File: config.mk
export PLATFORM = sky130hd
export DESIGN_NAME = key_event_spi
export DESIGN_NICKNAME = d
export VERILOG_FILES = /design/src/rtl/key_event_spi_pkg.sv /design/src/rtl/key_event_fifo.sv /design/src/rtl/key_event_spi.sv
export SDC_FILE = /design/constraint.sdc
export NUM_CORES = 1
export LEC_CHECK = 0
export ABC_AREA = 1
export CORE_MARGIN = 2
export CORE_UTILIZATION = 50
export CTS_CLUSTER_DIAMETER = 40
export DETAILED_ROUTE_END_ITERATION = 16
export GPL_ROUTABILITY_DRIVEN = 0
export GPL_TIMING_DRIVEN = 0
export PLACE_DENSITY_LB_ADDON = 0.05
export SYNTH_ARGS = -nofsm -noshare
export SYNTH_HDL_FRONTEND = slang
export SYNTH_SLANG_ARGS = --single-unit
File: constraint.sdc
create_clock -name sclk -period 5.6 [get_ports sclk]
set_clock_uncertainty 0.2 [all_clocks]
set_input_delay 1.4 -clock sclk [delete_from_list [all_inputs] [get_ports sclk]]
set_output_delay 1.4 -clock sclk [all_outputs]
set_load 0.1 [all_outputs]
File: src/rtl/key_event_spi_pkg.sv
// key_event_spi_pkg: shared types, frame bit layout and frame builder
// for the key_event_spi keypad event reporter.
package key_event_spi_pkg;

    localparam int KEY_W_DEF = 4;
    localparam logic [KEY_W_DEF-1:0] NO_KEY_DEF = 4'hD;

    // One queued key event: release flag plus key code.
    typedef struct packed {
        logic                 rel;
        logic [KEY_W_DEF-1:0] code;
    } key_event_t;

    typedef enum logic {
        IDLE  = 1'b0,
        SHIFT = 1'b1
    } shift_mode_t;

    function automatic int valid_bit(input int fw);
        return fw - 1;
    endfunction

    function automatic int ovf_bit(input int fw);
        return fw - 2;
    endfunction

    function automatic int rel_bit(input int fw);
        return fw - 3;
    endfunction

    // Frame: {valid, ovf, rel, 0.., code}; code is no_key when not valid.
    // Built 64 bits wide; callers cast down to their frame width.
    function automatic logic [63:0] build_frame(
        input int          fw,
        input int          kw,
        input logic        valid,
        input logic        ovf,
        input logic        rel,
        input logic [31:0] code,
        input logic [31:0] no_key
    );
        logic [63:0] mask;
        logic [63:0] f;
        mask = (64'd1 << kw) - 64'd1;
        f    = {32'd0, (valid ? code : no_key)} & mask;
        f    = f | (64'(valid) << valid_bit(fw))
                 | (64'(ovf)   << ovf_bit(fw))
                 | (64'(rel)   << rel_bit(fw));
        return f;
    endfunction

endpackage

File: src/rtl/key_event_fifo.sv
// key_event_fifo: synchronous event FIFO on sclk with async active-high reset.
// Ports: push/din write, pop read, full/empty/level status, head entry and
// the entry behind it (second), used to reload back-to-back frames.
module key_event_fifo
    import key_event_spi_pkg::*;
#(
    parameter int DEPTH = 4,
    parameter int W     = 5
) (
    input  logic                       sclk,
    input  logic                       reset,
    input  logic                       push,
    input  logic [W-1:0]               din,
    input  logic                       pop,
    output logic                       full,
    output logic                       empty,
    output logic [$clog2(DEPTH+1)-1:0] level,
    output logic [W-1:0]               head,
    output logic [W-1:0]               second
);

    localparam int AW = (DEPTH > 1) ? $clog2(DEPTH) : 1;
    localparam int LW = $clog2(DEPTH + 1);

    logic [W-1:0]  mem [DEPTH];
    logic [AW-1:0] rd_ptr;
    logic [AW-1:0] wr_ptr;
    logic          do_pop;
    logic          do_push;

    // Pointers wrap modulo DEPTH, which need not be a power of two.
    function automatic logic [AW-1:0] inc(input logic [AW-1:0] p);
        return (p == AW'(DEPTH - 1)) ? '0 : p + 1'b1;
    endfunction

    assign empty   = (level == '0);
    assign full    = (level == LW'(DEPTH));
    assign do_pop  = pop & ~empty;
    // A full FIFO still accepts a push when a pop frees a slot this cycle.
    assign do_push = push & (~full | do_pop);
    assign head    = mem[rd_ptr];
    assign second  = mem[inc(rd_ptr)];

    always_ff @(posedge sclk) begin
        if (do_push) begin
            mem[wr_ptr] <= din;
        end
    end

    always_ff @(posedge sclk or posedge reset) begin
        if (reset) begin
            rd_ptr <= '0;
            wr_ptr <= '0;
            level  <= '0;
        end else begin
            if (do_push) begin
                wr_ptr <= inc(wr_ptr);
            end
            if (do_pop) begin
                rd_ptr <= inc(rd_ptr);
            end
            level <= level + LW'(do_push) - LW'(do_pop);
        end
    end

endmodule

File: src/rtl/key_event_spi.sv
// key_event_spi: SPI slave reporting keypad press (and optionally release,
// macro KEY_EVENT_SPI_RELEASE_EN) events as a FIFO of FRAME_W-bit frames.
// Ports: sclk/reset, cs_n/sdi/sdo SPI, key_code/key_down from the debouncer,
// rx_data/rx_valid received frame, fifo_level and sticky overflow status.
module key_event_spi
    import key_event_spi_pkg::*;
#(
    parameter int               KEY_W   = KEY_W_DEF,
    parameter int               FRAME_W = 8,
    parameter int               DEPTH   = 4,
    parameter logic [KEY_W-1:0] NO_KEY  = KEY_W'(NO_KEY_DEF)
) (
    input  logic                       sclk,
    input  logic                       reset,
    input  logic                       cs_n,
    input  logic                       sdi,
    input  logic [KEY_W-1:0]           key_code,
    input  logic                       key_down,
    output logic                       sdo,
    output logic [FRAME_W-1:0]         rx_data,
    output logic                       rx_valid,
    output logic [$clog2(DEPTH+1)-1:0] fifo_level,
    output logic                       overflow
);

    localparam int LW = $clog2(DEPTH + 1);
    localparam int CW = $clog2(FRAME_W);
`ifdef KEY_EVENT_SPI_RELEASE_EN
    localparam int EW = KEY_W + 1;
`else
    localparam int EW = KEY_W;
`endif

    logic               prev_down;
    logic [KEY_W-1:0]   prev_code;
    logic               press;
    logic               push;
    logic [EW-1:0]      din;
    logic [EW-1:0]      head;
    logic [EW-1:0]      second;
    logic               full;
    logic               empty;

    shift_mode_t        mode;
    logic [FRAME_W-1:0] sh;
    logic [FRAME_W-1:0] sh_n;
    logic [FRAME_W-1:0] shifted;
    logic [CW-1:0]      cnt;
    logic [CW-1:0]      cnt_n;
    logic               txv;
    logic               txv_n;
    logic               txo;
    logic               txo_n;
    logic               done;
    logic               pop;
    logic               drop;
    logic               ovf_n;
    logic [EW-1:0]      ld_ent;
    logic               ld_v;
    logic               ld_o;
    logic               ld_rel;
    logic [FRAME_W-1:0] ld_frame;

    // Event detection: new press on key-down edge or code change while held.
    assign press = key_down & (~prev_down | (key_code != prev_code));

`ifdef KEY_EVENT_SPI_RELEASE_EN
    logic rel_ev;
    assign rel_ev = ~key_down & prev_down;
    assign push   = press | rel_ev;
    assign din    = rel_ev ? {1'b1, prev_code} : {1'b0, key_code};
    assign ld_rel = ld_ent[KEY_W];
`else
    assign push   = press;
    assign din    = key_code;
    assign ld_rel = 1'b0;
`endif

    // prev_code holds the last held code so a release reports it.
    always_ff @(posedge sclk or posedge reset) begin
        if (reset) begin
            prev_down <= 1'b0;
            prev_code <= '0;
        end else begin
            prev_down <= key_down;
            if (key_down) begin
                prev_code <= key_code;
            end
        end
    end

    key_event_fifo #(
        .DEPTH (DEPTH),
        .W     (EW)
    ) u_fifo (
        .sclk   (sclk),
        .reset  (reset),
        .push   (push),
        .din    (din),
        .pop    (pop),
        .full   (full),
        .empty  (empty),
        .level  (fifo_level),
        .head   (head),
        .second (second)
    );

    assign mode    = cs_n ? IDLE : SHIFT;
    assign shifted = {sh[FRAME_W-2:0], sdi};
    assign done    = (mode == SHIFT) && (cnt == CW'(FRAME_W - 1));
    assign pop     = done & txv;
    assign drop    = push & full & ~pop;
    // Set wins over the clear carried by a completed frame.
    assign ovf_n   = drop | (overflow & ~(done & txo));

    // Reload source: after a popping frame the new head is the second entry;
    // events pushed on this edge reach the frame after that.
    always_comb begin
        ld_ent = head;
        ld_v   = ~empty;
        ld_o   = overflow;
        if (pop) begin
            ld_ent = second;
            ld_v   = (fifo_level > LW'(1));
        end
        if (done) begin
            ld_o = ovf_n;
        end
    end

    assign ld_frame = FRAME_W'(build_frame(
        FRAME_W, KEY_W, ld_v, ld_o, ld_rel,
        32'(ld_ent[KEY_W-1:0]), 32'(NO_KEY)));

    always_comb begin
        sh_n  = sh;
        cnt_n = cnt;
        txv_n = txv;
        txo_n = txo;
        unique case (mode)
            IDLE: begin
                sh_n  = ld_frame;
                cnt_n = '0;
                txv_n = ld_v;
                txo_n = ld_o;
            end
            SHIFT: begin
                if (done) begin
                    sh_n  = ld_frame;
                    cnt_n = '0;
                    txv_n = ld_v;
                    txo_n = ld_o;
                end else begin
                    sh_n  = shifted;
                    cnt_n = cnt + 1'b1;
                end
            end
        endcase
    end

    always_ff @(posedge sclk or posedge reset) begin
        if (reset) begin
            sh       <= '0;
            cnt      <= '0;
            txv      <= 1'b0;
            txo      <= 1'b0;
            rx_data  <= '0;
            rx_valid <= 1'b0;
            overflow <= 1'b0;
        end else begin
            sh       <= sh_n;
            cnt      <= cnt_n;
            txv      <= txv_n;
            txo      <= txo_n;
            rx_valid <= done;
            overflow <= ovf_n;
            if (done) begin
                rx_data <= shifted;
            end
        end
    end

    always_ff @(negedge sclk or posedge reset) begin
        if (reset) begin
            sdo <= 1'b0;
        end else begin
            sdo <= sh[FRAME_W-1];
        end
    end

endmodule
==> impl_metrics.json <==
{
  "status": "finished, final reports clean",
  "power_frac_comb_pct": 38.6,
  "start_kind": "register",
  "antenna_found_initial": 0,
  "ys_ff_latch": 52,
  "ys_seq_area_share_pct": 56.8,
  "dr.pass1.iters": 5,
  "ys_top_cells_by_count": "nand2_1 (67), inv_1 (45), dfrtp_1 (35)",
  "wl_um": 4430,
  "p_seq_share_pct": 43.2,
  "fillers": 428,
  "switching_power_mw": 0.503,
  "fin_util_pct": 60.3,
  "avgSynthCellArea_sq_um": 9.05,
  "worstReg2RegEnd": "sdo",
  "io_pins": 23,
  "synthAdderAreaFrac_pct": 5.96,
  "setup_viol": 0,
  "clk_latency_ns": 0.30,
  "yosysTopAreaCell": "dfrtp_1",
  "p_leak_nw": 1.37,
  "numCtsBuffers": 5,
  "cts_tree": "yes",
  "hold_viol_final": 0,
  "die_y_um": 73.8,
  "hold_buffers": 0,
  "coreArea_sq_mm": 0.00472,
  "post_cts_buffers": 0,
  "die-area_sq_mm": 0.00544,
  "worstMarginPinSlew_ns": 0.965,
  "drtIter0Drc": 102,
  "max_stage_delay_ns": 0.41,
  "syn2layout_area_growth_pct": 17.1,
  "rr_startpoint": "sh[7]",
  "required_ns": 4.00,
  "crit_family": "buffers and inverters",
  "synth-async-reset-ratio_pct": 69.2,
  "intPower_mw": 0.686,
  "dp_hpwl_um": 3230,
  "worst-path-buf-inv": 1,
  "netlist_area_sq_mm": 0.00243,
  "synth_top_area_share_pct": 36.0,
  "cp_max_fo": 1,
  "synth_top_family_by_area": "simple AND/OR/NAND/NOR gates",
  "synth_compound_area_share_pct": 8.17,
  "hold_depth": 1,
  "fp.dieW_um": 73.8,
  "grt_overflow": 0,
  "worstHoldStart": "cnt[0]",
  "clkTransAtPathRegs_ns": 0.09,
  "placed_area_sq_mm": 0.00277,
  "drive_gt1_share_pct": 7.33,
  "synth_area_leaders": "dfrtp_1 (36%), edfxtp_1 (20%), nand2_1 (10%)",
  "slew_headroom_pct": 35.4,
  "viasPerCell": 4.71,
  "path_class": "reg2out",
  "startpoint": "sdo",
  "synth_xor_area_share_pct": 0.360,
  "cts_buffer_depth": 2,
  "yosys.area_share.simple_pct": 20.4,
  "initial_utilization_pct": 51.5,
  "vias": 1727,
  "path_cells": "buf_2",
  "critPathArrivalTime_ns": 3.90,
  "min_to": "cnt[0]",
  "clock_sinks": 52,
  "muxShareOfSynthArea_pct": 0,
  "ff2ff_path_depth": 0,
  "yosys_most_used_dff": "dfrtp_1",
  "cts_resized": 5,
  "synth_cell_types": 23,
  "cp-end-kind": "output port",
  "grt_pass1_wl_um": 7710,
  "slew_viol_final": 0,
  "fin_nets": 319,
  "root_buffer": "clkbuf_8",
  "synthCells": 269,
  "portBuffers": 22,
  "rsz0062_at_grt": "false",
  "swShare_pct": 42.3,
  "cts_max_level": 2,
  "yosysWarnings": 0,
  "maxCapViolCount": 0,
  "grt_pass1_vias": 1706,
  "fin_area_sq_mm": 0.00285,
  "synth_most_common_cell": "nand2_1",
  "p_per_area_mw_per_mm2": 417,
  "clockPowerShare_pct": 18.1,
  "track_usage_pct": 18.7,
  "ant_nets": 0,
  "antennaDiodeCount": 0,
  "drc": 0,
  "hold_path.class": "reg2reg",
  "r2r_slack_ns": 2.09,
  "peakVddDrop_v": 0.000312,
  "synth_nets": 289,
  "synth_edf_count": 16,
  "power.total_mw": 1.19,
  "cp_slowest_cell": "buf_2",
  "std_cell_rows": 25,
  "grt_max_degree": 24,
  "post_drt_wl_per_cell_um": 12.1
}
sequential cells by signal, indices dropped and copies added, names as in the netlist:
signal,count
sh,8
cnt,3
u_fifo.mem,16
txv,1
rx_valid,1
u_fifo.wr_ptr,2
u_fifo.rd_ptr,2
prev_down,1
u_fifo.level,3
txo,1
prev_code,4
rx_data,8
sdo,1
overflow,1
worst max path at each step:
stage	end	slack [ns]	cells past startpoint
3_3_place_gp	sdo	-0.33	2
5_1_grt	sdo	0.07	1
6_report	sdo	0.1	1
3_5_place_dp	sdo	-0.28	1
4_1_cts	sdo	0.09	1
2_1_floorplan	sdo	0.25	0
layout by cell type, fill, tap and decap left out, drive strengths merged:
cell type and n:
clkbuf 8, xor2 1, clkinv 2, edfxtp 16
nand2 69, nand4 1, nand3 10, clkinvlp 1
a21oi 8, fa 1, dfrtn 1, buf 4
nor2 36, o21ai 22, o211ai 6, inv 47
or2 1, dfrtp 35, ha 10, clkdlybuf4s50 21
stage by stage:
step	std cells	hold WS, ns	setup TNS (ns)	worst slack (ns)
2_1_floorplan	269	0.210	0	0.251
3_3_place_gp	358	0.230	-0.610	-0.330
3_5_place_dp	359	0.232	-0.285	-0.285
4_1_cts	367	0.246	0	0.0900
5_1_grt	367	0.282	0	0.0702
6_report	367	0.242	0	0.0993
power by group through the flow:
stage,clock network (mW),registers (mW),logic [mW]
final,0.216,0.514,0.459
after global routing,0.234,0.524,0.510
after detailed placement,0,0.522,0.463
after global placement,0,0.521,0.457
after floorplan,0,0.689,0.180
after CTS,0.220,0.515,0.464
final cells by class:
class / instances / area (sq um) / share of cell area [%]
sequential: 52 / 1380 / 48.5
multi-input combinational: 165 / 850 / 29.8
timing repair buffer: 23 / 243 / 8.52
inverter: 48 / 185 / 6.50
tap: 67 / 83.8 / 2.94
clock buffer: 6 / 73.8 / 2.59
buffer: 4 / 17.5 / 0.615
clock inverter: 2 / 16.3 / 0.571
metal layers:
layer | GRT usage [%] | up-vias | wire [um] | share of wire, %
met5 | 0 | - | 0 | 0
met4 | 7.07 | 0 | 67 | 1.5
met3 | 3.98 | 6 | 179 | 4.0
met2 | 28.1 | 38 | 1980 | 45
met1 | 26.7 | 784 | 2210 | 50
li1 | - | 899 | - | -
cell families after synthesis:
family / Yosys count
AND/OR/NAND/NOR: 117
buffers and inverters: 52
flip-flops: 52
AO/OA/AOI/OAI: 36
adder cells (fa/ha/maj): 11
XOR/XNOR: 1
Power figures use the tool's default switching activity.
